[src/rtl/des_sched_pkg.sv]
// des_sched_pkg: slot state encoding and data widths shared by the block scheduler.
package des_sched_pkg;
    localparam int SEED_W = 64;
    localparam int CNT_W = 64;
    typedef enum logic [2:0] {
        S_IDLE  = 3'd0,
        S_START = 3'd1,
        S_RUN   = 3'd2,
        S_DONE  = 3'd3,
        S_CLEAR = 3'd4
    } slot_state_e;
endpackage

[src/rtl/des_sched_slot.sv]
// des_sched_slot: per-block job FSM holding the seed, id and captured counter for one des_block.
module des_sched_slot
    import des_sched_pkg::*;
#(
    parameter int ID_W = 8
) (
    input  logic              clk,
    input  logic              rst,
    input  logic              dispatch_i,
    input  logic [SEED_W-1:0] seed_i,
    input  logic [ID_W-1:0]   id_i,
    input  logic              done_i,
    input  logic [CNT_W-1:0]  counter_i,
    input  logic              grant_i,
    output slot_state_e       state_o,
    output logic [SEED_W-1:0] seed_o,
    output logic [ID_W-1:0]   id_o,
    output logic [CNT_W-1:0]  count_o,
    output logic              start_o,
    output logic              restart_o
);
    slot_state_e       state_q;
    logic [SEED_W-1:0] seed_q;
    logic [ID_W-1:0]   id_q;
    logic [CNT_W-1:0]  count_q;

    // Reset parks the slot in CLEAR so the block gets a restart pulse right after release.
    always_ff @(posedge clk or posedge rst) begin
        if (rst) begin
            state_q <= S_CLEAR;
            seed_q  <= '0;
            id_q    <= '0;
            count_q <= '0;
        end else begin
            case (state_q)
                S_IDLE: if (dispatch_i) begin
                    state_q <= S_START;
                    seed_q  <= seed_i;
                    id_q    <= id_i;
                end
                S_START: state_q <= S_RUN;
                S_RUN: if (done_i) begin
                    state_q <= S_DONE;
                    count_q <= counter_i;
                end
                S_DONE: if (grant_i) state_q <= S_CLEAR;
                default: state_q <= S_IDLE;
            endcase
        end
    end

    assign state_o   = state_q;
    assign seed_o    = seed_q;
    assign id_o      = id_q;
    assign count_o   = count_q;
    assign start_o   = state_q == S_START;
    assign restart_o = state_q == S_CLEAR && !rst;
endmodule

[src/rtl/des_block_scheduler.sv]
// des_block_scheduler: dispatches seed jobs to idle des_blocks and returns {id, count} results round-robin.
// Optional DES_SCHED_ACCUM_EN adds a running total of delivered counts (tot_count / tot_clear).
module des_block_scheduler
    import des_sched_pkg::*;
#(
    parameter int N_BLOCKS = 4,
    parameter int ID_W = 8
) (
    input  logic                       clk,
    input  logic                       rst,
    input  logic                       job_valid,
    output logic                       job_ready,
    input  logic [ID_W-1:0]            job_id,
    input  logic [SEED_W-1:0]          job_seed,
    output logic [SEED_W*N_BLOCKS-1:0] blk_seed,
    output logic [N_BLOCKS-1:0]        blk_start,
    output logic [N_BLOCKS-1:0]        blk_restart,
    input  logic [N_BLOCKS-1:0]        blk_done,
    input  logic [CNT_W*N_BLOCKS-1:0]  blk_counter,
    output logic                       res_valid,
    input  logic                       res_ready,
    output logic [ID_W-1:0]            res_id,
    output logic [CNT_W-1:0]           res_count,
`ifdef DES_SCHED_ACCUM_EN
    input  logic                       tot_clear,
    output logic [CNT_W-1:0]           tot_count,
`endif
    output logic                       busy
);
    localparam int IW = N_BLOCKS > 1 ? $clog2(N_BLOCKS) : 1;

    slot_state_e         st       [N_BLOCKS];
    logic [ID_W-1:0]     slot_id  [N_BLOCKS];
    logic [CNT_W-1:0]    slot_cnt [N_BLOCKS];
    logic [N_BLOCKS-1:0] dispatch, grant;
    logic                idle_any, active_any, done_any, load;
    logic [IW-1:0]       ptr_q, gidx, ridx;
    logic                res_valid_q;
    logic [ID_W-1:0]     res_id_q;
    logic [CNT_W-1:0]    res_count_q;

    for (genvar i = 0; i < N_BLOCKS; i++) begin : g_slot
        des_sched_slot #(.ID_W(ID_W)) u_slot (
            .clk       (clk),
            .rst       (rst),
            .dispatch_i(dispatch[i]),
            .seed_i    (job_seed),
            .id_i      (job_id),
            .done_i    (blk_done[i]),
            .counter_i (blk_counter[CNT_W*i +: CNT_W]),
            .grant_i   (grant[i]),
            .state_o   (st[i]),
            .seed_o    (blk_seed[SEED_W*i +: SEED_W]),
            .id_o      (slot_id[i]),
            .count_o   (slot_cnt[i]),
            .start_o   (blk_start[i]),
            .restart_o (blk_restart[i])
        );
    end

    always_comb begin
        idle_any = 1'b0;
        active_any = 1'b0;
        dispatch = '0;
        for (int i = 0; i < N_BLOCKS; i++) begin
            dispatch[i] = job_valid && !idle_any && st[i] == S_IDLE;
            idle_any = idle_any || st[i] == S_IDLE;
            active_any = active_any || st[i] != S_IDLE;
        end
    end

    // First DONE slot at or after the round-robin pointer wins the result register.
    always_comb begin
        done_any = 1'b0;
        gidx = '0;
        ridx = '0;
        for (int k = 0; k < N_BLOCKS; k++) begin
            ridx = IW'((int'(ptr_q) + k) % N_BLOCKS);
            if (!done_any && st[ridx] == S_DONE) begin
                done_any = 1'b1;
                gidx = ridx;
            end
        end
    end

    assign load  = done_any && (!res_valid_q || res_ready);
    assign grant = load ? N_BLOCKS'(1) << gidx : '0;

    always_ff @(posedge clk or posedge rst) begin
        if (rst) begin
            res_valid_q <= 1'b0;
            res_id_q    <= '0;
            res_count_q <= '0;
            ptr_q       <= '0;
        end else begin
            res_valid_q <= load || (res_valid_q && !res_ready);
            if (load) begin
                res_id_q    <= slot_id[gidx];
                res_count_q <= slot_cnt[gidx];
                ptr_q       <= gidx == IW'(N_BLOCKS - 1) ? '0 : gidx + 1'b1;
            end
        end
    end

`ifdef DES_SCHED_ACCUM_EN
    logic [CNT_W-1:0] tot_q;

    always_ff @(posedge clk or posedge rst) begin
        if (rst) tot_q <= '0;
        else if (tot_clear) tot_q <= '0;
        else if (res_valid_q && res_ready) tot_q <= tot_q + res_count_q;
    end

    assign tot_count = tot_q;
`endif

    assign job_ready = idle_any;
    assign busy      = (active_any || res_valid_q) && !rst;
    assign res_valid = res_valid_q;
    assign res_id    = res_id_q;
    assign res_count = res_count_q;
endmodule

[config.mk]
export PLATFORM = sky130hd
export DESIGN_NAME = des_block_scheduler
export DESIGN_NICKNAME = d
export VERILOG_FILES = /design/src/rtl/des_sched_pkg.sv /design/src/rtl/des_sched_slot.sv /design/src/rtl/des_block_scheduler.sv
export SDC_FILE = /design/constraint.sdc
export NUM_CORES = 1
export LEC_CHECK = 0
export BUFFER_PORTS_ARGS = -buffer_cell sky130_fd_sc_hd__buf_2
export CORE_AREA = 2 2 259 261
export CTS_CLUSTER_DIAMETER = 200
export CTS_CLUSTER_SIZE = 24
export DETAILED_ROUTE_END_ITERATION = 7
export DIE_AREA = 0 0 261 263
export GPL_TIMING_DRIVEN = 0
export PLACE_DENSITY = 0.69
export SYNTH_ARGS = -nofsm -noshare
export SYNTH_HDL_FRONTEND = slang
export SYNTH_SLANG_ARGS = --single-unit
[constraint.sdc]
create_clock -name clk -period 18.55 [get_ports clk]
set_clock_uncertainty 0.05 [all_clocks]
set_input_delay 1.855 -clock clk [delete_from_list [all_inputs] [get_ports clk]]
set_output_delay 1.855 -clock clk [all_outputs]
set_load 0.05 [all_outputs]
* Yosys cells after proc, flatten, opt, wreduce, memory -nomap -nowiden
Cells that the tools add are included.
Word-level totals: register bits after elaboration 631, output and inout bits 339
Operators by class: add/subtract/negate cells 4, order comparisons 5, equality and inequality tests 33, shift operators 1, mux-type cells 44, bitwise logic cells 5, reductions and logical operators 55
Operators by type and width (count):
- binary-select mux 64 bit (select 2 bit) | 1
- 2-to-1 mux 64 bit | 2
- 2-to-1 mux 3 bit | 20
- one-hot mux 3 bit (4 select lines) | 4
- equality test 3 x 2 -> 1 bit, second input constant | 12
- binary-select mux 3 bit (select 2 bit) | 4
- logical AND 1 bit | 17
- binary-select mux 8 bit (select 2 bit) | 1
- 2-to-1 mux 8 bit | 2
- != test 2 bit, second input constant | 8
- AND reduction 2 bit | 8
- >= comparator 3 bit, second input constant | 5
- inverter 2 -> 3 bit | 5
- equality test 3 x 1 -> 1 bit, second input constant | 4
- equality test 3 bit, second input constant | 4
- zero test 3 bit | 4
- AND reduction 3 bit | 4
- nonzero test 3 bit | 4
- 2-to-1 mux 2 bit | 5
- zero test 1 bit | 9
- logical OR 1 bit | 9
- != test 2 x 1 -> 1 bit, second input constant | 4
- adder 2 x 1 -> 2 bit, second input constant | 2
- adder 2 bit, second input constant | 2
- 4 further kinds | 7

* Logic depth before layout (Yosys ltp)
depth after elaboration 19, mapped depth 14, gate-level depth less buffers 10

* Modules after synthesis
Synthesis repeated with hierarchy kept, for this count alone.
Unflattened totals: cells, all modules 2084, area total of the unflattened synthesis 28487.3 um^2
By module, submodules not included:
- des_sched_slot | instances 4, cells each 304, area each 5250.0 um^2
- des_block_scheduler | instances 1, cells each 868, area each 7487.2 um^2

* Least setup slack after synthesis
Ideal clock, no wire load.
path kind input to output, from input port rst, to output port blk_restart[2], data arrival time 16333 ps, required time 16645 ps, slack 312 ps, cell stages on the path 3, path buffers 1, cell sequence inv_1 -> and3_1 -> buf_4
Between the ends: longest elaborated chain between the ends 2
Ends and longest elaborated chain:
- start, declared | RTL line des_block_scheduler.sv:10 | input logic rst,
- zero test 1 bit | RTL line des_sched_slot.sv:57 | assign restart_o = state_q == S_CLEAR && !rst;
- logical AND 1 bit | RTL line des_sched_slot.sv:57
- end, declared | RTL line des_block_scheduler.sv:17 | output logic [N_BLOCKS-1:0] blk_restart,
No other way between the ends.

* Final worst setup path
from input port rst, to output port blk_restart[3]
Same word-level chain as after synthesis.

==> qor.csv <==
metric,value,unit
Top Ports,675,
top routing layer in use,met5,
post-synthesis sequential area ratio,60.4,%
Crit Reg-Reg Endpoint,g_slot[2].u_slot.state_o[0],
share of layout cells above drive strength 1,49.2,%
reg2reg setup slack,15.12,ns
DIE HEIGHT,263,um
Die ar.,68600,um^2
status,"finished, final reports clean",
CTS root buf,clkbuf_16,
Critical Path AT,3.78,ns
WS Path Type,in2out,
gate count after technology mapping,2011,
Syn Nets,2351,
Max Cap Violations,0,
Setup WS pre-CTS,12.79,ns
Final ANT Viol Nets,0,
clock sink count,631,
routed vias,19100,
CTS buffer count,30,
total congestion overflow,0,
clock-pin slew on the worst setup and hold paths,0.10,ns
DRT iter0 DRCs,1211,
DP Wirelength,65200,um
Critical Path RT,16.65,ns
Routed wire per std cell,23.1,um
Final Hold Fails,0,
crit path from,rst,
CP Max Fanout,40,
CTS tree,built,
# DRC,0,
aggregate negative setup slack,0,ns
vias per inst,5.24,
Die Span X,261,um
core footprint,65600,um^2
PortBufs,674,
syn_area_per_cell,13.0,um^2
Critical Path Sink,blk_restart[3],
reg-to-reg startpoint,g_slot[0].u_slot.state_o[2],
DR pass1 iterations,5,
vias in the first global route,20300,
Overall Global Routing Usage,24.0,%
final layout net count,3076,
Min-Delay Path Class,reg2reg,
Worst-Skew Late Latency,0.63,ns
postcts setup bufs,0,
synth unique cells,47,
RSZ-0062 raised after global routing,no,
worst setup margin,12.87,ns
largest net degree at the start of global routing,45,
CTS max path bufs,3,
area growth from synthesis to final layout,22.0,%
CP endpoint kind,output port,
Area after DPL,31000,um^2
worst slew pin tran,1.39,ns
Mapped Area,26100,um^2
ranking of synthesized cells by area,"dfrtp_1 60%, mux2_2 23%, nand2_1 5.3%, and3_1 3.5%, o31ai_1 2.0%",
H-tree depth,1,
Worst slew margin,7.27,%
synthesis-stage register bit count,631,
FMAX,176,MHz
Post-Place Cells,3568,
met2 wire length,40700,um
Worst Setup Start Kind,input port,
first-pass GRT wire length,125000,um
DR WL met3,6520,um
row count,94,
initial antenna violation count,40,
final setup fails,0,
minimum clock period,5.68,ns
Yosys Warn Count,0,
hold buffer count at CTS,0,
Post-CTS Resized,0,
met1 WL,32400,um
post-route cell area,31900,um^2
largest area contributor in the netlist,dfrtp_1,
final RePlAce weighted congestion,0.929,
# fillers,5987,
Final Cycle Share,30.6,%
Finished Layout Cells,3644,
initial core utilization,39.8,%
Synth top area share,60.0,%
r2r worst-path depth,12,
final WL,84300,um
final slew viol count,0,
metrics by stage:
stage               utilization, %  hold WS, ns
floorplan                        -        0.431
global placement              46.6        0.404
detailed placement            47.2        0.411
CTS                           48.5        0.433
global route                  48.6        0.465
finish                        48.6        0.428
critical path, stage by stage:
cell and delay [ns]:
buf_2 0.15, clkinvlp_4 0.59, buf_12 0.43, buf_12 0.21, and3_1 0.19, buf_4 0.12
buf_2 0.21
kinds of logic (layout without fill, tap and decap cells):
group | Yosys count | after routing | synth area share [%]
adder cells (fa/ha/maj) | 4 | 4 | 0.191
buffers and inverters | 142 | 878 | 2.56
XOR/XNOR | 1 | 1 | 0.0335
flip-flops | 631 | 631 | 60.4
AND/OR/NAND/NOR | 579 | 579 | 10.3
AO/OA/AOI/OAI | 108 | 108 | 3.01
other | 0 | 33 | 0
multiplexers | 546 | 546 | 23.5
cell usage in the layout, fill, tap and decap left out, drive strengths merged, types with 8 or more instances in the layout:
cell,instances
and3,148
buf,766
clkbuf,105
dfrtp,627
diode,33
mux2,545
nand2,367
nor2,19
nor3,9
o21ai,8
o31ai,70
synthesized netlist by cell type, drive strengths merged:
cell       n
nand2    367
nand2b     6
or3        4
nor4bb     3
a22oi      1
o21bai     2
mux2     545
o21ai      8
o31ai     70
and3b      4
buf       73
o211a      1
dfstp      4
and4       1
xnor2      1
a21o       2
clkbuf    63
nor3b      4
a2111oi    1
nand3b     3
or4        1
mux2i      1
nor2b      1
inv        6
nand3      4
o211ai     1
ha         4
a32oi      1
and3     148
a22o       2
nor2      19
a31oi      4
nor4b      2
dfrtp    627
a21oi      6
a211oi     4
a2bb2oi    2
and2       2
nand4      1
a41oi      2
nor3       9
o2111a     1
routing by layer:
layer / vias up / track usage [%]
li1: 8448 / -
met4: 12 / 12.8
met3: 190 / 6.35
met2: 728 / 39.7
met1: 9714 / 28.5
met5: - / 0.712
flip-flops by register name, summed over array words and instances (netlist names):
register               cells
g_slot.u_slot.count_o    256
g_slot.u_slot.id_o        32
g_slot.u_slot.seed_o     256
g_slot.u_slot.state_o     12
ptr_q                      2
res_count                 64
res_id                     8
res_valid                  1
final cells by class:
class                      instances  area, um^2  area share, %
sequential                       631       15800           49.5
multi-input combinational       1238        9690           30.4
timing repair buffer             693        3750           11.8
tap                              864        1080           3.39
clock buffer                      42         817           2.56
buffer                           136         648           2.03
antenna                           33        82.6          0.259
inverter                           6        26.3         0.0823
clock inverter                     1        20.0         0.0627
worst min path at each step:
| stage | startpoint | to | slack [ns] | cells past startpoint |
|---|---|---|---|---|
| global route | res_count[61] | res_count[61] | 0.46 | 2 |
| floorplan | g_slot[0].u_slot.id_o[0] | g_slot[0].u_slot.id_o[0] | 0.43 | 1 |
| CTS | res_count[17] | res_count[17] | 0.43 | 2 |
| detailed placement | res_count[17] | res_count[17] | 0.41 | 2 |
| global placement | res_count[9] | res_count[9] | 0.40 | 2 |
| finish | res_count[17] | res_count[17] | 0.43 | 2 |
Power is not shown: default switching activity piles up to over one toggle a cycle in this logic, so the estimate is an artifact.
